==> config.mk <==
export PLATFORM = sky130hd
export DESIGN_NAME = ram_fifo
export DESIGN_NICKNAME = d
export VERILOG_FILES = /design/src/rtl/ram_fifo_pkg.sv /design/src/rtl/ram_sdp.sv /design/src/rtl/ram_fifo.sv
export SDC_FILE = /design/constraint.sdc
export NUM_CORES = 2
export LEC_CHECK = 0
export CORE_UTILIZATION = 45
export DETAILED_ROUTE_END_ITERATION = 8
export SKIP_CTS_REPAIR_TIMING = 1
export SLEW_MARGIN = 20
export SYNTH_ARGS = -nofsm -noshare
export SYNTH_HDL_FRONTEND = slang
export SYNTH_SLANG_ARGS = --single-unit
==> constraint.sdc <==
create_clock -name clk -period 2.8 [get_ports clk]
set_clock_uncertainty 0.05 [all_clocks]
set_input_delay 0.56 -clock clk [delete_from_list [all_inputs] [get_ports clk]]
set_output_delay 0.56 -clock clk [all_outputs]
set_load 0.01 [all_outputs]
==> src/rtl/ram_fifo_pkg.sv <==
// ============================================================================
// Module      : ram_fifo_pkg
// Description : Shared constants and helpers for the ram_fifo block.
// Revision    : 1.0 - initial release
// ============================================================================
`default_nettype none

package ram_fifo_pkg;

  localparam int C_DEFAULT_ADDR_WIDTH = 9;
  localparam int C_DEFAULT_DATA_WIDTH = 8;

  function automatic int clog2(input int value);
    int result;
    result = 0;
    while ((1 << result) < value) begin
      result = result + 1;
    end
    return result;
  endfunction

  function automatic int fifo_depth(input int addr_width);
    return 1 << addr_width;
  endfunction

endpackage

`default_nettype wire

==> src/rtl/ram_sdp.sv <==
// ============================================================================
// Module      : ram_sdp
// Description : Single-clock simple dual-port RAM, registered read, no reset.
// Revision    : 1.0 - initial release
// ============================================================================
`default_nettype none

module ram_sdp
  import ram_fifo_pkg::*;
#(
  parameter int ADDR_WIDTH = C_DEFAULT_ADDR_WIDTH,
  parameter int DATA_WIDTH = C_DEFAULT_DATA_WIDTH
) (
  input  logic                  clk,
  input  logic                  write_en,
  input  logic [ADDR_WIDTH-1:0] waddr,
  input  logic [DATA_WIDTH-1:0] din,
  input  logic                  read_en,
  input  logic [ADDR_WIDTH-1:0] raddr,
  output logic [DATA_WIDTH-1:0] dout
);

  logic [DATA_WIDTH-1:0] mem [fifo_depth(ADDR_WIDTH)];
  logic [DATA_WIDTH-1:0] dout_q;

  // No reset on the array or read register so the tools map this onto BRAM.
  always_ff @(posedge clk) begin
    if (write_en) begin
      mem[waddr] <= din;
    end
    if (read_en) begin
      dout_q <= mem[raddr];
    end
  end

  assign dout = dout_q;

endmodule

`default_nettype wire

==> src/rtl/ram_fifo.sv <==
// ============================================================================
// Module      : ram_fifo
// Description : Single-clock BRAM FIFO with count, flags and read-valid strobe.
//               Define RAM_FIFO_ERROR_FLAGS_EN for sticky overflow/underflow.
// Revision    : 1.0 - initial release
// ============================================================================
`default_nettype none

module ram_fifo
  import ram_fifo_pkg::*;
#(
  parameter int ADDR_WIDTH  = C_DEFAULT_ADDR_WIDTH,
  parameter int DATA_WIDTH  = C_DEFAULT_DATA_WIDTH,
  parameter int AFULL_LEVEL = (1 << ADDR_WIDTH) - 4
) (
  input  logic                  clk,
  input  logic                  reset,
  input  logic [DATA_WIDTH-1:0] din,
  input  logic                  write_en,
  input  logic                  read_en,
  output logic [DATA_WIDTH-1:0] dout,
  output logic                  dout_valid,
  output logic                  empty,
  output logic                  full,
  output logic                  almost_full,
`ifdef RAM_FIFO_ERROR_FLAGS_EN
  output logic                  overflow,
  output logic                  underflow,
`endif
  output logic [ADDR_WIDTH:0]   count
);

  localparam logic [ADDR_WIDTH:0] C_DEPTH = (ADDR_WIDTH + 1)'(fifo_depth(ADDR_WIDTH));
  localparam logic [ADDR_WIDTH:0] C_AFULL = (ADDR_WIDTH + 1)'(AFULL_LEVEL);

  logic                  wr_ok;
  logic                  rd_ok;
  logic [ADDR_WIDTH-1:0] wptr_q, wptr_d;
  logic [ADDR_WIDTH-1:0] rptr_q, rptr_d;
  logic [ADDR_WIDTH:0]   count_q, count_d;
  logic                  empty_q, empty_d;
  logic                  full_q, full_d;
  logic                  almost_full_q, almost_full_d;
  logic                  dout_valid_q, dout_valid_d;

  // Flags are computed from the next count so they line up with count_q.
  always_comb begin
    wr_ok         = write_en && !full_q;
    rd_ok         = read_en && !empty_q;
    wptr_d        = wptr_q + ADDR_WIDTH'(wr_ok);
    rptr_d        = rptr_q + ADDR_WIDTH'(rd_ok);
    count_d       = count_q + (ADDR_WIDTH + 1)'(wr_ok) - (ADDR_WIDTH + 1)'(rd_ok);
    empty_d       = (count_d == '0);
    full_d        = (count_d == C_DEPTH);
    almost_full_d = (count_d >= C_AFULL);
    dout_valid_d  = rd_ok;
  end

  always_ff @(posedge clk) begin
    if (reset) begin
      wptr_q        <= '0;
      rptr_q        <= '0;
      count_q       <= '0;
      empty_q       <= 1'b1;
      full_q        <= 1'b0;
      almost_full_q <= 1'b0;
      dout_valid_q  <= 1'b0;
    end else begin
      wptr_q        <= wptr_d;
      rptr_q        <= rptr_d;
      count_q       <= count_d;
      empty_q       <= empty_d;
      full_q        <= full_d;
      almost_full_q <= almost_full_d;
      dout_valid_q  <= dout_valid_d;
    end
  end

`ifdef RAM_FIFO_ERROR_FLAGS_EN
  logic overflow_q, overflow_d;
  logic underflow_q, underflow_d;

  always_comb begin
    overflow_d  = overflow_q || (write_en && full_q);
    underflow_d = underflow_q || (read_en && empty_q);
  end

  always_ff @(posedge clk) begin
    if (reset) begin
      overflow_q  <= 1'b0;
      underflow_q <= 1'b0;
    end else begin
      overflow_q  <= overflow_d;
      underflow_q <= underflow_d;
    end
  end

  assign overflow  = overflow_q;
  assign underflow = underflow_q;
`endif

  ram_sdp #(
    .ADDR_WIDTH (ADDR_WIDTH),
    .DATA_WIDTH (DATA_WIDTH)
  ) u_ram (
    .clk      (clk),
    .write_en (wr_ok),
    .waddr    (wptr_q),
    .din      (din),
    .read_en  (rd_ok),
    .raddr    (rptr_q),
    .dout     (dout)
  );

  assign dout_valid  = dout_valid_q;
  assign empty       = empty_q;
  assign full        = full_q;
  assign almost_full = almost_full_q;
  assign count       = count_q;

endmodule

`default_nettype wire
Yosys cells after proc, flatten, opt, wreduce, memory -nomap -nowiden
Memories as Yosys holds them, arrays and structs flattened. A register that Yosys moved wholly into a read port is not among the register bits.
Index checks and enable logic that the tools add are counted.
{ "totals": {"register_bits": 32, "ramBits": 4096, "out_inout_bits": 22, "elab_cells": 21, "memories": 1} }
{ "op_classes": {"n_addsub": 4, "n_lt_le_gt_ge": 1, "eq_ne": 1, "muxes": 2, "reduce_logical": 5} }
{ "memory_table": {"columns": ["memory", "depth", "word_bits", "rd", "rd_ports_with_merged_regs", "wr", "line", "text"], "rows": [
  ["u_ram.mem", 512, 8, 1, 1, 1, "ram_sdp.sv:23", "logic [DATA_WIDTH-1:0] mem [fifo_depth(ADDR_WIDTH)];"]
]} }
{ "op_table": {"columns": ["cell", "count"], "rows": [
  ["9-bit by 1-bit adder with 9-bit output", 2],
  ["10-bit by 1-bit adder with 10-bit output", 1],
  ["10-bit equality test, second input constant", 1],
  ["10-bit by 9-bit >= comparator with 1-bit output, second input constant", 1],
  ["10-bit zero test", 1],
  ["10-bit by 1-bit subtractor with 10-bit output", 1],
  ["1-bit logical AND", 2],
  ["1-bit zero test", 2],
  ["1-bit 2-to-1 mux", 2]
]} }

Logic depth before layout (Yosys ltp)
{ "logic_depth": {"depth_word": 5, "depth_mapped": 14} }

Modules after synthesis
Synthesis repeated with hierarchy kept, for this count alone.
{ "hier_totals": {"hier_cells": 8219, "area_unflattened_um2": 161688.8} }
{ "by_module_without_submodules": {"columns": ["module", "instances", "cells_per_inst", "area_each_um2"], "rows": [
  ["ram_sdp", 1, 8030, 160007.2],
  ["ram_fifo", 1, 189, 1681.6]
]} }

Least setup slack after synthesis
No wires, ideal clock.
{ "synth_path": {"path_type": "in2reg", "start": "input port read_en", "end": "register almost_full_q (netlist: almost_full)", "arrival_ns": 2.843, "setup_slack_ns": -0.151, "stages": 14, "path_buffers": 0, "cell_sequence": "nand2b_1 inv_1 nand2_1 nand2_1 ha_1 inv_1 fa_1 nor2b_1 o21ai_0 a21boi_0 o211ai_1 a21oi_1 xor2_1 a31o_2"} }
{ "synth_via": {"elab_chain_len": 3} }
{ "synth_lines": {"columns": ["item", "line", "text"], "rows": [
  ["start: declaration", "ram_fifo.sv:20", "input logic read_en,"],
  ["1-bit logical AND", "ram_fifo.sv:49", "rd_ok = read_en && !empty_q;"],
  ["via dout_valid_d", "ram_fifo.sv:44", "logic dout_valid_q, dout_valid_d;"],
  ["10-bit by 1-bit subtractor with 10-bit output", "ram_fifo.sv:52", "count_d = count_q + (ADDR_WIDTH + 1)'(wr_ok) - (ADDR_WIDTH + 1)'(rd_ok);"],
  ["10-bit by 9-bit >= comparator with 1-bit output", "ram_fifo.sv:55", "almost_full_d = (count_d >= C_AFULL);"],
  ["end signal: assignment", "ram_fifo.sv:74", "almost_full_q <= almost_full_d;"],
  ["end: declaration", "ram_fifo.sv:43", "logic almost_full_q, almost_full_d;"]
]} }
The timed path passes the listed nets, and every way through them passes these cells.
A chain may end at the register's enable or synchronous reset.

==> flow_metrics.py <==
metrics = {
    "sta": {
        "drv_slew": 0,
        "fin_hold_ws_ps": 15.3,
        "setup_viol": 8,
        "rsz0062_at_grt": "true",
        "fin_tns_setup_ps": -5620,
        "fmax_mhz": 272,
        "hold_viol": 0,
        "tightest_slew_ps": 1110,
        "relSlewSlack_pct": 26.2,
        "finalWorstSetupSlack_ps": -875,
        "fin_crit_ps": 3670,
        "fin_crit_sh_pct": 131,
    },
    "power": {
        "switching_share_pct": 21.2,
        "p_per_area_nw_per_um2": 678,
        "seqPwrFrac_pct": 52.0,
        "p_sw_w": 0.0278,
        "p_comb_share_pct": 6.3,
        "clkPwrFrac_pct": 41.7,
        "p_leak_nw": 62.6,
        "p_int_w": 0.103,
        "ir_worst_vdd_mv": 0.568,
    },
    "logic_synthesis": {
        "ys_seq_area_share_pct": 77.6,
        "syn_nets": 7337,
        "synthCells": 7312,
        "yosysMostFrequentCell": "edfxtp_1",
        "synth_common_cells": "edfxtp_1 (4104), mux4_2 (1028), nor2_1 (581)",
        "synth_edf_count": 4104,
        "ys_warn_count": 0,
        "synth-seq-cells": 4136,
        "synth.area.top_cells": "edfxtp_1 (77%), mux4_2 (14%), nor2_1 (1.4%)",
        "netlist.area_leader.share_pct": 77.2,
        "syn_area_per_cell_sq_um": 21.8,
        "synthArstFlopShare_pct": 0,
        "synthFlopType": "edfxtp_1",
        "synth_cell_type_count": 70,
        "syn_area_sq_um": 160000,
        "yosys.area.top_type": "edfxtp_1",
    },
    "detailed_routing": {
        "route.vias.total": 83766,
        "topRoutingLayerUsed": "met5",
        "dr.pass1.iters": 5,
        "drc": 0,
        "drt_iter0_markers": 10908,
        "met2_length_um": 208000,
        "via_per_inst": 5.94,
        "routed_wl_um": 440000,
        "wl_met1_um": 181000,
        "wl_met3_um": 38400,
        "wl_per_cell_um": 31.2,
        "ant_nets": 0,
    },
    "outcome": {
        "status": "finished with violations",
        "violations": "negative setup slack",
    },
    "clocking": {
        "path_clk_slew_ps": 60,
        "root_buffer": "clkbuf_16",
        "numCtsBuffers": 414,
        "clk_latency_ps": 990,
        "clockBufferDepth": 4,
        "htreeDepth": 5,
        "clock-sinks": 4136,
        "cts_tree": "yes",
    },
    "global_routing": {
        "grt_pass1_vias": 84415,
        "gr-total-overflow": 0,
        "antenna_found_initial": 19,
        "grt_pass1_wl_um": 621000,
        "grt_max_degree": 154,
        "grt_usage_pct": 24.3,
    },
    "worst_setup_path": {
        "critical_path_class": "register to register",
        "cp-start-kind": "register",
        "worstPathArrival_ps": 4340,
        "rrSetupSlack_ps": -870,
        "crit_required_ps": 3460,
        "cp-end-kind": "register",
        "path_max_fanout": 11,
        "rr_worst_depth": 9,
    },
    "flow_run": {
        "timing.max_cap.violations": 0,
    },
    "final_layout": {
        "final_nets": 9045,
        "syn_to_final_growth_pct": 21.1,
        "final_cells": 14097,
        "final_core_util_pct": 54.8,
        "drive_above_1_share_pct": 37.0,
    },
    "floorplan": {
        "dieHeight_um": 598,
        "start_util_pct": 45.3,
        "die-area_sq_um": 357000,
        "core_sq_um": 353000,
        "num_rows": 218,
        "top_level_ports": 34,
        "fp.dieW_um": 598,
    },
    "worst_hold_path": {
        "hp-class": "input port to register",
        "hold_path_depth": 1,
    },
    "place": {
        "routabilityCongestion": 0.879,
        "post-place-cells": 13262,
        "portBuffers": 33,
        "place_hpwl_um": 291000,
        "pre_cts_slack_ps": -1460,
    },
}
==> critical path, stage by stage, from the launching register on <==
cell and delay [ps]:
dfxtp_4 450, buf_12 210, buf_16 210, buf_6 190
mux4_2 540, mux4_2 570, a21oi_1 180, buf_4 120
nand4_1 390, o32a_1 450
==> sequential cells by signal, summed over array words and instances, names as in the netlist <==
register and cells:
almost_full 1, u_ram.dout 8, count 10, u_ram.mem 4096
wptr_q 9, empty 1, full 1, dout_valid 1
rptr_q 9
==> cells by family (layout without fill, tap and decap cells) <==
group	count (synthesis)	in the layout	share of synthesized area [%]
AOI/OAI and AO/OA	595	595	2.77
buffers and inverters	471	2522	1.57
DFF	4136	4136	77.6
muxes	1205	1205	15.6
adders and majority gates	13	13	0.107
xor gates and xnor gates	20	20	0.110
other	0	4	0
and+or+nand+nor	872	872	2.28
==> layer usage <==
| metal | track usage, % | vias up |
|---|---|---|
| li1 | - | 34329 |
| met1 | 35.1 | 44941 |
| met2 | 38.2 | 3885 |
| met3 | 4.42 | 603 |
| met4 | 6.53 | 8 |
| met5 | 0 | - |
==> cell type report <==
type / count / area, sq um
multi-input cells: 2705 / 34100
clock inverters: 253 / 2430
diodes: 4 / 10.0
fillers: 26528 / 160000
inverters: 18 / 75.1
flip-flops and latches: 4136 / 124000
well taps: 4730 / 5920
repair buffers: 1745 / 16100
clock buffers: 506 / 10900
==> layout by cell type, fill, tap and decap left out, types with 14 or more instances in the layout <==
| master | netlist | final |
|---|---|---|
| mux4_2 | 1028 | 1028 |
| nor2_1 | 581 | 577 |
| clkinv_1 | 0 | 92 |
| a21oi_1 | 87 | 81 |
| clkdlybuf4s50_1 | 0 | 20 |
| nand2_1 | 113 | 99 |
| inv_1 | 16 | 14 |
| a22oi_1 | 130 | 123 |
| buf_4 | 41 | 1472 |
| nor3_2 | 0 | 15 |
| a221oi_2 | 1 | 14 |
| nor3_1 | 65 | 45 |
| a221oi_1 | 124 | 107 |
| clkinv_2 | 0 | 74 |
| edfxtp_1 | 4104 | 4104 |
| bufinv_16 | 0 | 40 |
| buf_6 | 47 | 25 |
| nand3_1 | 29 | 24 |
| clkbuf_16 | 0 | 432 |
| buf_12 | 1 | 185 |
| o22ai_1 | 36 | 31 |
| dfxtp_1 | 32 | 25 |
| clkbuf_1 | 208 | 80 |
| o21ai_0 | 46 | 42 |
| o211ai_1 | 18 | 18 |
| clkinvlp_4 | 0 | 21 |
| mux2i_1 | 170 | 170 |
| a22o_1 | 69 | 68 |
==> metrics by stage <==
stage / cell area (sq um) / power [W]
floorplan: 160000 / 0.0737
global placement: 178000 / 0.0772
detailed placement: 178000 / 0.0773
CTS: 192000 / 0.132
global route: 193000 / 0.134
finish: 193000 / 0.131
==> final timing paths <==
path	from	endpoint
worst max-delay path	rptr_q[0]	u_ram.dout[2]
worst max register to register	rptr_q[0]	u_ram.dout[2]
worst min register to register	empty	dout_valid
worst min-delay path	din[4]	u_ram.mem[256][4]
==> power by group through the flow <==
stage	Combinational [W]	Clock [W]	Sequential, W
3_5_place_dp	0.00782	0	0.0695
2_1_floorplan	0.00414	0	0.0695
5_1_grt	0.00868	0.0576	0.0682
6_report	0.00822	0.0547	0.0682
4_1_cts	0.00787	0.0554	0.0682
3_3_place_gp	0.00772	0	0.0695
Note: power is estimated with default switching activity, not from simulation.
